### src/rtl/serializer_pkg.sv
// Shared types and helpers for the serial-link transmitter.
package serializer_pkg;

    typedef enum logic [0:0] {
        ST_IDLE  = 1'b0,
        ST_SHIFT = 1'b1
    } state_e;

    // Bits needed to index 0..value-1.
    function automatic int log2_ceil(input int value);
        return $clog2(value);
    endfunction

endpackage

### src/rtl/serializer_strobe_gen.sv
// Bit-strobe generator: free-running divide-by-CLK_DIV counter, strobe on count zero.
module strobe_gen
    import serializer_pkg::*;
#(
    parameter int CLK_DIV = 1
) (
    input  logic clk,
    input  logic rst,
    input  logic clear,
    input  logic run,
    output logic strobe
);

    localparam int CNT_W = log2_ceil(CLK_DIV) + 1;

    logic [CNT_W-1:0] cnt_q;
    logic [CNT_W-1:0] cnt_d;

    // Next count: clear wins, otherwise wrap at CLK_DIV-1 while running.
    always_comb begin
        cnt_d = cnt_q;
        if (clear) begin
            cnt_d = CNT_W'(0);
        end else if (run) begin
            if (cnt_q == CNT_W'(CLK_DIV - 1)) begin
                cnt_d = CNT_W'(0);
            end else begin
                cnt_d = cnt_q + CNT_W'(1);
            end
        end else begin
            cnt_d = cnt_q;
        end
    end

    // Counter register.
    always_ff @(posedge clk or posedge rst) begin
        if (rst) begin
            cnt_q <= CNT_W'(0);
        end else begin
            cnt_q <= cnt_d;
        end
    end

    assign strobe = run && (cnt_q == CNT_W'(0));

endmodule

### src/rtl/serializer.sv
// Parallel-to-serial transmitter: one-word holding buffer feeding an MSB-first shifter.
module serializer
    import serializer_pkg::*;
#(
    parameter int DATA_WIDTH = 8,
    parameter int CLK_DIV    = 1
) (
    input  logic                  clk,
    input  logic                  rst,
    input  logic [DATA_WIDTH-1:0] in_data,
    input  logic                  in_valid,
    output logic                  in_ready,
    output logic                  serial_out,
    output logic                  start_out,
    output logic                  enable_out,
    output logic                  busy,
    output logic                  done
);

    localparam int BIT_W = log2_ceil(DATA_WIDTH);

    state_e                state_q, state_d;
    logic [DATA_WIDTH-1:0] shift_q, shift_d;
    logic [DATA_WIDTH-1:0] hold_q, hold_d;
    logic                  hold_valid_q, hold_valid_d;
    logic                  in_ready_q, in_ready_d;
    logic [BIT_W-1:0]      bit_idx_q, bit_idx_d;
    logic                  serial_q, serial_d;
    logic                  start_q, start_d;
    logic                  enable_q, enable_d;
    logic                  last_q, last_d;
    logic                  done_q;

    logic accept;
    logic strobe;
    logic div_clear;
    logic div_run;

    assign accept    = in_valid && in_ready_q;
    assign div_clear = (state_q == ST_IDLE);
    assign div_run   = (state_q == ST_SHIFT);

    // The divider keeps running across a gapless reload so packet spacing matches bit spacing.
    strobe_gen #(
        .CLK_DIV (CLK_DIV)
    ) u_strobe_gen (
        .clk    (clk),
        .rst    (rst),
        .clear  (div_clear),
        .run    (div_run),
        .strobe (strobe)
    );

    // Next-state: buffer fill, FSM, shifter and registered line outputs.
    always_comb begin
        state_d      = state_q;
        shift_d      = shift_q;
        hold_d       = hold_q;
        hold_valid_d = hold_valid_q;
        bit_idx_d    = bit_idx_q;
        serial_d     = serial_q;
        start_d      = 1'b0;
        enable_d     = 1'b0;
        last_d       = 1'b0;

        if (accept) begin
            hold_d       = in_data;
            hold_valid_d = 1'b1;
        end else begin
            hold_d       = hold_q;
        end

        case (state_q)
            ST_IDLE: begin
                serial_d = 1'b0;
                if (hold_valid_q) begin
                    shift_d      = hold_q;
                    hold_valid_d = 1'b0;
                    bit_idx_d    = BIT_W'(0);
                    state_d      = ST_SHIFT;
                end else begin
                    state_d      = ST_IDLE;
                end
            end
            ST_SHIFT: begin
                if (strobe) begin
                    enable_d = 1'b1;
                    start_d  = (bit_idx_q == BIT_W'(0));
                    serial_d = shift_q[DATA_WIDTH-1];
                    shift_d  = {shift_q[DATA_WIDTH-2:0], 1'b0};
                    if (bit_idx_q == BIT_W'(DATA_WIDTH - 1)) begin
                        last_d    = 1'b1;
                        bit_idx_d = BIT_W'(0);
                        if (hold_valid_q) begin
                            shift_d      = hold_q;
                            hold_valid_d = 1'b0;
                        end else begin
                            state_d      = ST_IDLE;
                        end
                    end else begin
                        bit_idx_d = bit_idx_q + BIT_W'(1);
                    end
                end else begin
                    serial_d = serial_q;
                end
            end
            default: begin
                state_d = ST_IDLE;
            end
        endcase

        in_ready_d = !hold_valid_d;
    end

    // State and output registers.
    always_ff @(posedge clk or posedge rst) begin
        if (rst) begin
            state_q      <= ST_IDLE;
            shift_q      <= '0;
            hold_q       <= '0;
            hold_valid_q <= 1'b0;
            in_ready_q   <= 1'b1;
            bit_idx_q    <= BIT_W'(0);
            serial_q     <= 1'b0;
            start_q      <= 1'b0;
            enable_q     <= 1'b0;
            last_q       <= 1'b0;
            done_q       <= 1'b0;
        end else begin
            state_q      <= state_d;
            shift_q      <= shift_d;
            hold_q       <= hold_d;
            hold_valid_q <= hold_valid_d;
            in_ready_q   <= in_ready_d;
            bit_idx_q    <= bit_idx_d;
            serial_q     <= serial_d;
            start_q      <= start_d;
            enable_q     <= enable_d;
            last_q       <= last_d;
            done_q       <= last_q;
        end
    end

    assign in_ready   = in_ready_q;
    assign serial_out = serial_q;
    assign start_out  = start_q;
    assign enable_out = enable_q;
    assign busy       = (state_q == ST_SHIFT);
    assign done       = done_q;

endmodule

### config.mk
export PLATFORM = sky130hd
export DESIGN_NAME = serializer
export DESIGN_NICKNAME = d
export VERILOG_FILES = /design/src/rtl/serializer_pkg.sv /design/src/rtl/serializer_strobe_gen.sv /design/src/rtl/serializer.sv
export SDC_FILE = /design/constraint.sdc
export NUM_CORES = 1
export LEC_CHECK = 0
export BUFFER_PORTS_ARGS = -buffer_cell sky130_fd_sc_hd__clkbuf_2
export CORE_UTILIZATION = 49
export DETAILED_ROUTE_END_ITERATION = 8
export PLACE_DENSITY_LB_ADDON = 0.3
export SLEW_MARGIN = 20
export SYNTH_ARGS = -nofsm -noshare
export SYNTH_HDL_FRONTEND = slang
export SYNTH_SLANG_ARGS = --single-unit
### constraint.sdc
create_clock -name clk -period 1.2 [get_ports clk]
set_input_delay 0.06 -clock clk [delete_from_list [all_inputs] [get_ports clk]]
set_output_delay 0.06 -clock clk [all_outputs]
set_load 0.02 [all_outputs]
**Word-level counts from Yosys, hierarchy flattened**

Cells that the tools add are included.

- Register bits after elaboration: 28
- Latch bits: 0
- RAM bits: 0
- Memory bits (read-only): 0
- Input bits: 11
- Output and inout port bits: 6
- Word-level logic and storage cells: 53
- Memories: 0

- Add/sub/neg operators: 2
- Multipliers: 0
- Divide/modulo/power cells: 0
- $lt $le $gt $ge: 0
- Eq/ne operators: 3
- Shift-type cells: 0
- Mux-type cells: 29
- Bitwise logic cells: 2
- Reductions and logical operators: 5

Operator list:

| operator | count |
|---|---|
| $mux 8 | 4 |
| $mux 1 | 17 |
| $pmux 8 s2 | 1 |
| $mux 3 | 3 |
| $pmux 1 s2 | 3 |
| $pmux 3 s2 | 1 |
| $add 3x1->3 const B | 1 |
| $eq 3x3->1 const B | 1 |
| $logic_not 3->1 | 1 |
| $logic_and 1x1->1 | 2 |
| $ne 2x1->1 const B | 1 |
| $ne 2x2->1 const B | 1 |
| $not 1->1 | 2 |
| $reduce_and 2->1 | 1 |
| $add 1x1->1 const B | 1 |
| $logic_not 1->1 | 1 |

**Logic depth before layout (Yosys ltp)**

Gate-level depths: netlist of the first run.

- Depth in word-level cells: 7
- Gate-level depth with buffers: 5
- Depth with buffers taken out: 5

**By module**

Synthesis of the first run repeated with hierarchy kept, for this count alone.

- Cells, all modules: 89
- Area total of the unflattened synthesis: 1143.6 um2

Modules (own cells, without submodules):

| module | instances | cells an instance | area an instance (um2) | sequential area each (um2) |
|---|---|---|---|---|
| serializer | 1 | 88 | 1136.1 | 676.9 |
| strobe_gen | 1 | 1 | 7.5 | 0.0 |

**Least setup slack after synthesis of the first run**

No wires, ideal clock.

- Path type: register to register
- Start point: register bit_idx_q[0]
- End point: register shift_q[0]
- Setup time: 122 ps
- Arrival: 1221 ps
- Data required time: 1078 ps
- Path slack: -143 ps
- Stages on the path, launching flop included: 5
- Path buffers: 0
- Period minus slack after synthesis: 1343 ps
- Cells stage by stage: dfrtp_1 ha_1 ha_1 or2b_1 a32o_1

- Longest elaborated chain between the ends: 4

RTL lines:

| what | line | RTL |
|---|---|---|
| from (decl) | serializer.sv:27 | `logic [BIT_W-1:0] bit_idx_q, bit_idx_d;` |
| from (signal assigned) | serializer.sv:135 | `bit_idx_q <= bit_idx_d;` |
| $eq 3x3->1 | serializer.sv:91 | `if (bit_idx_q == BIT_W'(DATA_WIDTH - 1)) begin` |
| $mux 8 | serializer.sv:91 |  |
| $mux 8 | serializer.sv:86 | `if (strobe) begin` |
| $pmux 8 s2 | serializer.sv:73 | `case (state_q)` |
| to (signal assigned) | serializer.sv:131 | `shift_q <= shift_d;` |
| to (decl) | serializer.sv:23 | `logic [DATA_WIDTH-1:0] shift_q, shift_d;` |

No other way between the ends. The select of a mux whose other input is x is not followed.
A chain may end at the register's enable or synchronous reset.

**Worst setup path after layout of the first run**

Ends and elaborated chain as after synthesis.

==> results.sh, run 1 <==
export IMPL_hold_viol_final=0
export IMPL_drt_iter0_drc=9
export IMPL_fin_crit_sh_pct=110
export IMPL_yosys_top_cells_count="dfrtp_1, mux2_2, nand2_1, inv_1, nand3_1"
export IMPL_fin_nets=140
export IMPL_placementRows=17
export IMPL_drive_gt1_share_pct=42.7
export IMPL_hold_path_class="in2reg"
export IMPL_ant_nets=0
export IMPL_wl_met3_microns=52
export IMPL_whs_path_depth=3
export IMPL_crit_path_start_kind="flip-flop"
export IMPL_dp_cells=137
export IMPL_hold_path_startpoint="in_valid"
export IMPL_reg_top3="hold_q (8), shift_q (8), bit_idx_q (3)"
export IMPL_rsz0062_at_grt="yes"
export IMPL_holdPathEnd="hold_q[4]$_DFFE_PP0P_"
export IMPL_slew_headroom_pct=78.4
export IMPL_cts_tree="yes"
export IMPL_stdcell_count=152
export IMPL_vias=783
export IMPL_yosysWarningCount=0
export IMPL_fmax_ghz=0.757
export IMPL_gp_congestion=0.755
export IMPL_power_mw=3.58
export IMPL_powerDensity_nw_per_um2=2430
export IMPL_clk_pin_slew_worst_paths_ns=0.13
export IMPL_antenna_found_initial=0
export IMPL_cts_sinks=27
export IMPL_core_area_sq_um=2210
export IMPL_utilization_pct=66.7
export IMPL_synth_edff_count=0
export IMPL_grtUsageTotal_pct=17.2
export IMPL_clk_latency_ns=0.31
export IMPL_port_buffer_count=16
export IMPL_fp_dieW_microns=50.4
export IMPL_status="complete, but fails checks"
export IMPL_rr_worst_depth=4
export IMPL_synth_top_area_share_pct=56.6
export IMPL_worstPathRequired_ns=1.41
export IMPL_tightest_slew_ns=0.325
export IMPL_wl_met2_microns=891
export IMPL_slew_violations=0
export IMPL_diodes=0
export IMPL_drcViolationCount=0
export IMPL_dieHeight_microns=50.4
export IMPL_slowest_stage="dfrtp_1"
export IMPL_cp_num_buf_inv=0
export IMPL_slowest_delay_ns=0.44
export IMPL_dp_final_hpwl_microns=1310
export IMPL_cts_max_path_buffers=2
export IMPL_grt_pass1_vias=757
export IMPL_worstPathMaxFanout=2
export IMPL_fin_worst_skew_ns=0.00235
export IMPL_cp_data_arrival_time_ns=1.54
export IMPL_period_needed_ns=1.32
export IMPL_yosysMostFrequentCell="dfrtp_1"
export IMPL_ys_seq_elements=27
export IMPL_wl_met1_microns=950
export IMPL_cts_buffers=3
export IMPL_syn_inst=90
export IMPL_cts_root_buffer="clkbuf_4"
export IMPL_mappedNetlistArea_sq_um=1150
export IMPL_cap_violations=0
export IMPL_hold_ws_ns=0.216
export IMPL_synth_yosys_seq_area_share_pct=58.9
export IMPL_synthArstFlopShare_pct=100
export IMPL_violations="negative setup slack"
export IMPL_dr_pass1_iters=4
export IMPL_routedWlPerCell_microns=12.6
export IMPL_worst_setup_path_end_kind="flip-flop"
export IMPL_vdd_ir_drop_worst_mv=1.59
export IMPL_synth_area_top_cells="dfrtp_1, mux2_2, ha_1"
export IMPL_die_area_sq_um=2540
export IMPL_grt_max_degree=28
export IMPL_viasPerCell=5.15
export IMPL_setup_ws_ns=-0.122
export IMPL_path_delay_family="flip-flops"
export IMPL_r2r_end="shift_q[0]$_DFFE_PP0P_"
export IMPL_crit_type="reg2reg"
export IMPL_grt_first_pass_wirelength_microns=3280
export IMPL_routed_top_layer="met4"
export IMPL_p_leak_nw=0.712
export IMPL_setup_tns_ns=-0.440
export IMPL_r2r_setup_slack_ns=-0.12
export IMPL_syn_num_nets=105
export IMPL_grt_ovfl_total=0
export IMPL_ios=17
export IMPL_syn_to_final_growth_pct=28.4
export IMPL_finalWirelength_microns=1910
export IMPL_finalSetupViolCount=9
export IMPL_htree_num_levels=1
export IMPL_ys_types=26
export IMPL_r2r_start="bit_idx_q[0]$_DFFE_PP0P_"
export IMPL_synth_ff_type="dfrtp_1"
export IMPL_synth_top_area_cell="dfrtp_1"
export IMPL_crit_chain="ha_4, ha_2, or2b_1, a32o_1"
export IMPL_start_util_pct=51.9
export IMPL_postSynthAreaPerCell_sq_um=12.8
how the worst max path moves through the flow:
| stage | from | slack (ns) | cells after the start | to |
|---|---|---|---|---|
| after global placement | bit_idx_q[1]$_DFFE_PP0P_ | -0.08 | 5 | hold_valid_q$_DFF_PP0_ |
| after detailed placement | bit_idx_q[1]$_DFFE_PP0P_ | -0.12 | 5 | hold_valid_q$_DFF_PP0_ |
| after CTS | bit_idx_q[0]$_DFFE_PP0P_ | -0.12 | 5 | hold_valid_q$_DFF_PP0_ |
| after floorplan | bit_idx_q[0]$_DFFE_PP0P_ | -0.07 | 5 | hold_valid_q$_DFF_PP0_ |
| final | bit_idx_q[0]$_DFFE_PP0P_ | -0.12 | 4 | shift_q[0]$_DFFE_PP0P_ |
| after global routing | bit_idx_q[0]$_DFFE_PP0P_ | -0.16 | 5 | hold_valid_q$_DFF_PP0_ |
metal layers:
layer,vias up,track usage (%)
li1,380,-
met1,385,22.8
met2,16,28.9
met3,2,1.82
met4,0,6.94
met5,-,0
placed cells by master (no fill, tap or decap):
cell           count
a32oi_2            2
nand3_1            6
ha_4               2
inv_2              1
a32o_1             1
o31ai_1            1
dfstp_2            1
nor2_2             1
a31oi_1            2
dfrtp_1           25
nor2_1             1
or2b_1             1
a32oi_1            2
mux2_2             8
ha_1               1
dfrtp_2            1
nand2b_1           1
o21ai_1            1
nand2_1            8
o22ai_1            1
nand2b_4           2
inv_1              6
clkbuf_2          16
mux2_4             3
clkbuf_1           1
o21ai_0            1
and2_1             2
buf_4              9
ha_2               1
dlygate4sd3_1      9
o311ai_1           1
o22ai_2            1
nand2_2            1
clkbuf_4           3
nand2_4            1
through the flow:
stage | setup slack [ns] | area (sq um)
finish | -0.122 | 1480
floorplan | -0.0707 | 1150
global route | -0.163 | 1480
detailed placement | -0.121 | 1290
CTS | -0.116 | 1450
global placement | -0.0812 | 1290
tightest hold or removal path: stages:
cell	delay, ns
clkbuf_2	0.08
nand2_2	0.18
mux2_2	0.18
kinds of logic (layout without fill, tap and decap cells):
family / Yosys count / in the layout / share of synthesized area, %
muxes: 11 / 11 / 11.4
adders and majority gates: 4 / 4 / 4.36
and+or+nand+nor: 24 / 24 / 11.2
AOI/OAI and AO/OA: 13 / 13 / 8.93
DFF: 27 / 27 / 58.9
buffers and inverters: 11 / 45 / 5.12
power by group:
part / internal, mW / total (mW) / switching [mW]
clock network: 0.130 / 0.375 / 0.245
logic: 0.848 / 1.61 / 0.765
registers: 1.33 / 1.59 / 0.267
total: 2.30 / 3.58 / 1.28
layout make-up:
| type | instances | area [sq um] |
|---|---|---|
| fillers | 169 | 737 |
| inverters | 7 | 26.3 |
| clock buffers | 4 | 26.3 |
| repair buffers | 34 | 238 |
| flip-flops and latches | 27 | 678 |
| well taps | 28 | 35.0 |
| multi-input cells | 52 | 472 |
timing repair:
item	4_1_cts	5_1_grt
hold buffers	9	0
cloned	0	0
setup endpoints to repair	12	12
buffers inserted	0	2
resized for setup	7	3
pin swaps	1	2
endpoints found under the hold margin	34	0
(Power assumes the default switching activity.)
==> inputs of run 2 (changes only) <==
--- a/config.mk
+++ b/config.mk
@@ -6,10 +6,9 @@
 export NUM_CORES = 1
 export LEC_CHECK = 0
 export BUFFER_PORTS_ARGS = -buffer_cell sky130_fd_sc_hd__clkbuf_2
-export CORE_UTILIZATION = 49
+export CORE_UTILIZATION = 30
 export DETAILED_ROUTE_END_ITERATION = 8
 export PLACE_DENSITY_LB_ADDON = 0.3
-export SLEW_MARGIN = 20
 export SYNTH_ARGS = -nofsm -noshare
 export SYNTH_HDL_FRONTEND = slang
 export SYNTH_SLANG_ARGS = --single-unit
==> constraint.sdc (replaced) <==
create_clock -name clk -period 1.6 [get_ports clk]
set_input_delay 0.08 -clock clk [delete_from_list [all_inputs] [get_ports clk]]
set_output_delay 0.08 -clock clk [all_outputs]
set_load 0.02 [all_outputs]
==> run 2 against run 1 <==
Net effect: the flow now finishes without violations; routed wire length shrank 1.5%; power shrank 30%; register-to-register slack gained 0.30 ns; clock skew grew 0.0012 ns; largest cell class unchanged; highest routed layer unchanged.
==> results.sh, run 2 (synthesized netlist as in run 1, its figures left out) <==
export IMPL_setup_ws_ns=0.173
export IMPL_wl_met3_microns=72
export IMPL_cts_buffers=3
export IMPL_r2r_start="bit_idx_q[0]$_DFFE_PP0P_"
export IMPL_tightest_slew_ns=0.331
export IMPL_cp_data_arrival_time_ns=1.64
export IMPL_grt_ovfl_total=0
export IMPL_period_needed_ns=1.43
export IMPL_drt_iter0_drc=32
export IMPL_finalSetupViolCount=0
export IMPL_final_common_cell="dfrtp_1"
export IMPL_routedWlPerCell_microns=11.9
export IMPL_crit_path_start_kind="flip-flop"
export IMPL_multi_input_area_sq_um=413
export IMPL_drcViolationCount=0
export IMPL_hold_viol_final=0
export IMPL_port_buffer_count=16
export IMPL_critPathCapture="hold_valid_q$_DFF_PP0_"
export IMPL_fin_nets=126
export IMPL_cts_root_buffer="clkbuf_8"
export IMPL_cap_violations=0
export IMPL_grt_max_degree=28
export IMPL_core_area_sq_um=3660
export IMPL_status="finished, final reports clean"
export IMPL_vias=714
export IMPL_syn_to_final_growth_pct=16.2
export IMPL_antenna_found_initial=0
export IMPL_layout_common_cells="dfrtp_1, clkbuf_2, mux2_2"
export IMPL_powerDensity_nw_per_um2=1880
export IMPL_clk_pin_slew_worst_paths_ns=0.09
export IMPL_worst_setup_path_end_kind="flip-flop"
export IMPL_power_mw=2.51
export IMPL_ctsHoldBuffers=1
export IMPL_worstPathMaxFanout=7
export IMPL_ant_nets=0
export IMPL_dp_final_hpwl_microns=1310
export IMPL_fillers=354
export IMPL_fin_worst_skew_ns=0.00351
export IMPL_dr_pass1_iters=4
export IMPL_hold_ws_ns=0.0389
export IMPL_p_leak_nw=0.642
export IMPL_start_util_pct=31.4
export IMPL_grt_pass1_vias=700
export IMPL_cts_tree="yes"
export IMPL_seqCellArea_sq_um=677
export IMPL_crit_type="reg2reg"
export IMPL_htree_num_levels=1
export IMPL_grt_first_pass_wirelength_microns=3190
export IMPL_finalWirelength_microns=1880
export IMPL_dieHeight_microns=63.9
export IMPL_ios=17
export IMPL_r2r_end="hold_valid_q$_DFF_PP0_"
export IMPL_viasPerCell=4.52
export IMPL_wl_met1_microns=920
export IMPL_slew_violations=0
export IMPL_placementRows=22
export IMPL_worstPathRequired_ns=1.82
export IMPL_wl_met2_microns=851
export IMPL_setup_tns_ns=0
export IMPL_cts_setup_buffers=0
export IMPL_ctsResizeCount=0
export IMPL_fin_crit_sh_pct=89.2
export IMPL_slew_headroom_pct=77.9
export IMPL_rsz0062_at_grt="no"
export IMPL_vdd_ir_drop_worst_mv=0.622
export IMPL_cts_sinks=27
export IMPL_rr_worst_depth=5
export IMPL_fp_dieW_microns=63.9
export IMPL_reg_top3="hold_q (8), shift_q (8), bit_idx_q (3)"
export IMPL_startpoint="bit_idx_q[0]$_DFFE_PP0P_"
export IMPL_die_area_sq_um=4080
export IMPL_fmax_ghz=0.701
export IMPL_drive_gt1_share_pct=36.4
export IMPL_place_ws_ns=0.194
export IMPL_hold_path_class="in2reg"
export IMPL_diodes=0
export IMPL_clk_latency_ns=0.27
export IMPL_grtUsageTotal_pct=10.4
export IMPL_cts_max_path_buffers=2
export IMPL_routed_top_layer="met4"
export IMPL_gp_congestion=0.684
export IMPL_r2r_setup_slack_ns=0.17
## run 2: how the worst min path moves through the flow
stage               slack (ns)        from  depth (start not counted)                  endpoint
finish                    0.04  in_data[5]                          2     hold_q[5]$_DFFE_PP0P_
floorplan                 0.13         rst                          1  bit_idx_q[0]$_DFFE_PP0P_
global placement          0.13         rst                          3      serial_out$_DFF_PP0_
detailed placement        0.15         rst                          3      serial_out$_DFF_PP0_
global route              0.04  in_data[5]                          2     hold_q[5]$_DFFE_PP0P_
CTS                       0.03  in_data[5]                          2     hold_q[5]$_DFFE_PP0P_
## run 2: critical path, stage by stage, from the launching register on
cell      delay, ns
dfrtp_1        0.41
ha_1           0.23
ha_1           0.22
nand2b_4       0.18
mux2_2         0.29
inv_1          0.05
## run 2: routing by layer
metal | vias to the layer above | track usage (%)
met5 | - | 0
met4 | 0 | 6.82
met3 | 2 | 2.14
met2 | 20 | 15.3
met1 | 342 | 13.8
li1 | 350 | -
## run 2: final cells by class
class                      instances  area share (%)
multi-input combinational         52            30.9
clock buffer                       3            3.09
sequential                        27            50.7
timing repair buffer              20            8.43
tap                               48            4.50
clock inverter                     1           0.375
inverter                           7            1.97
## run 2: power breakdown
part	internal [mW]	leakage [nW]	switching [mW]
clock	0.174	0.0255	0.203
combinational	0.462	0.288	0.485
sequential	0.995	0.328	0.188
total	1.63	0.642	0.876
## run 2: stage by stage
step / area, sq um / cells / util (%)
finish: 1340 / 158 / 36.5
global route: 1340 / 158 / 36.5
CTS: 1340 / 158 / 36.5
detailed placement: 1280 / 153 / 34.9
global placement: 1280 / 153 / 34.9
floorplan: 1150 / 90 / -
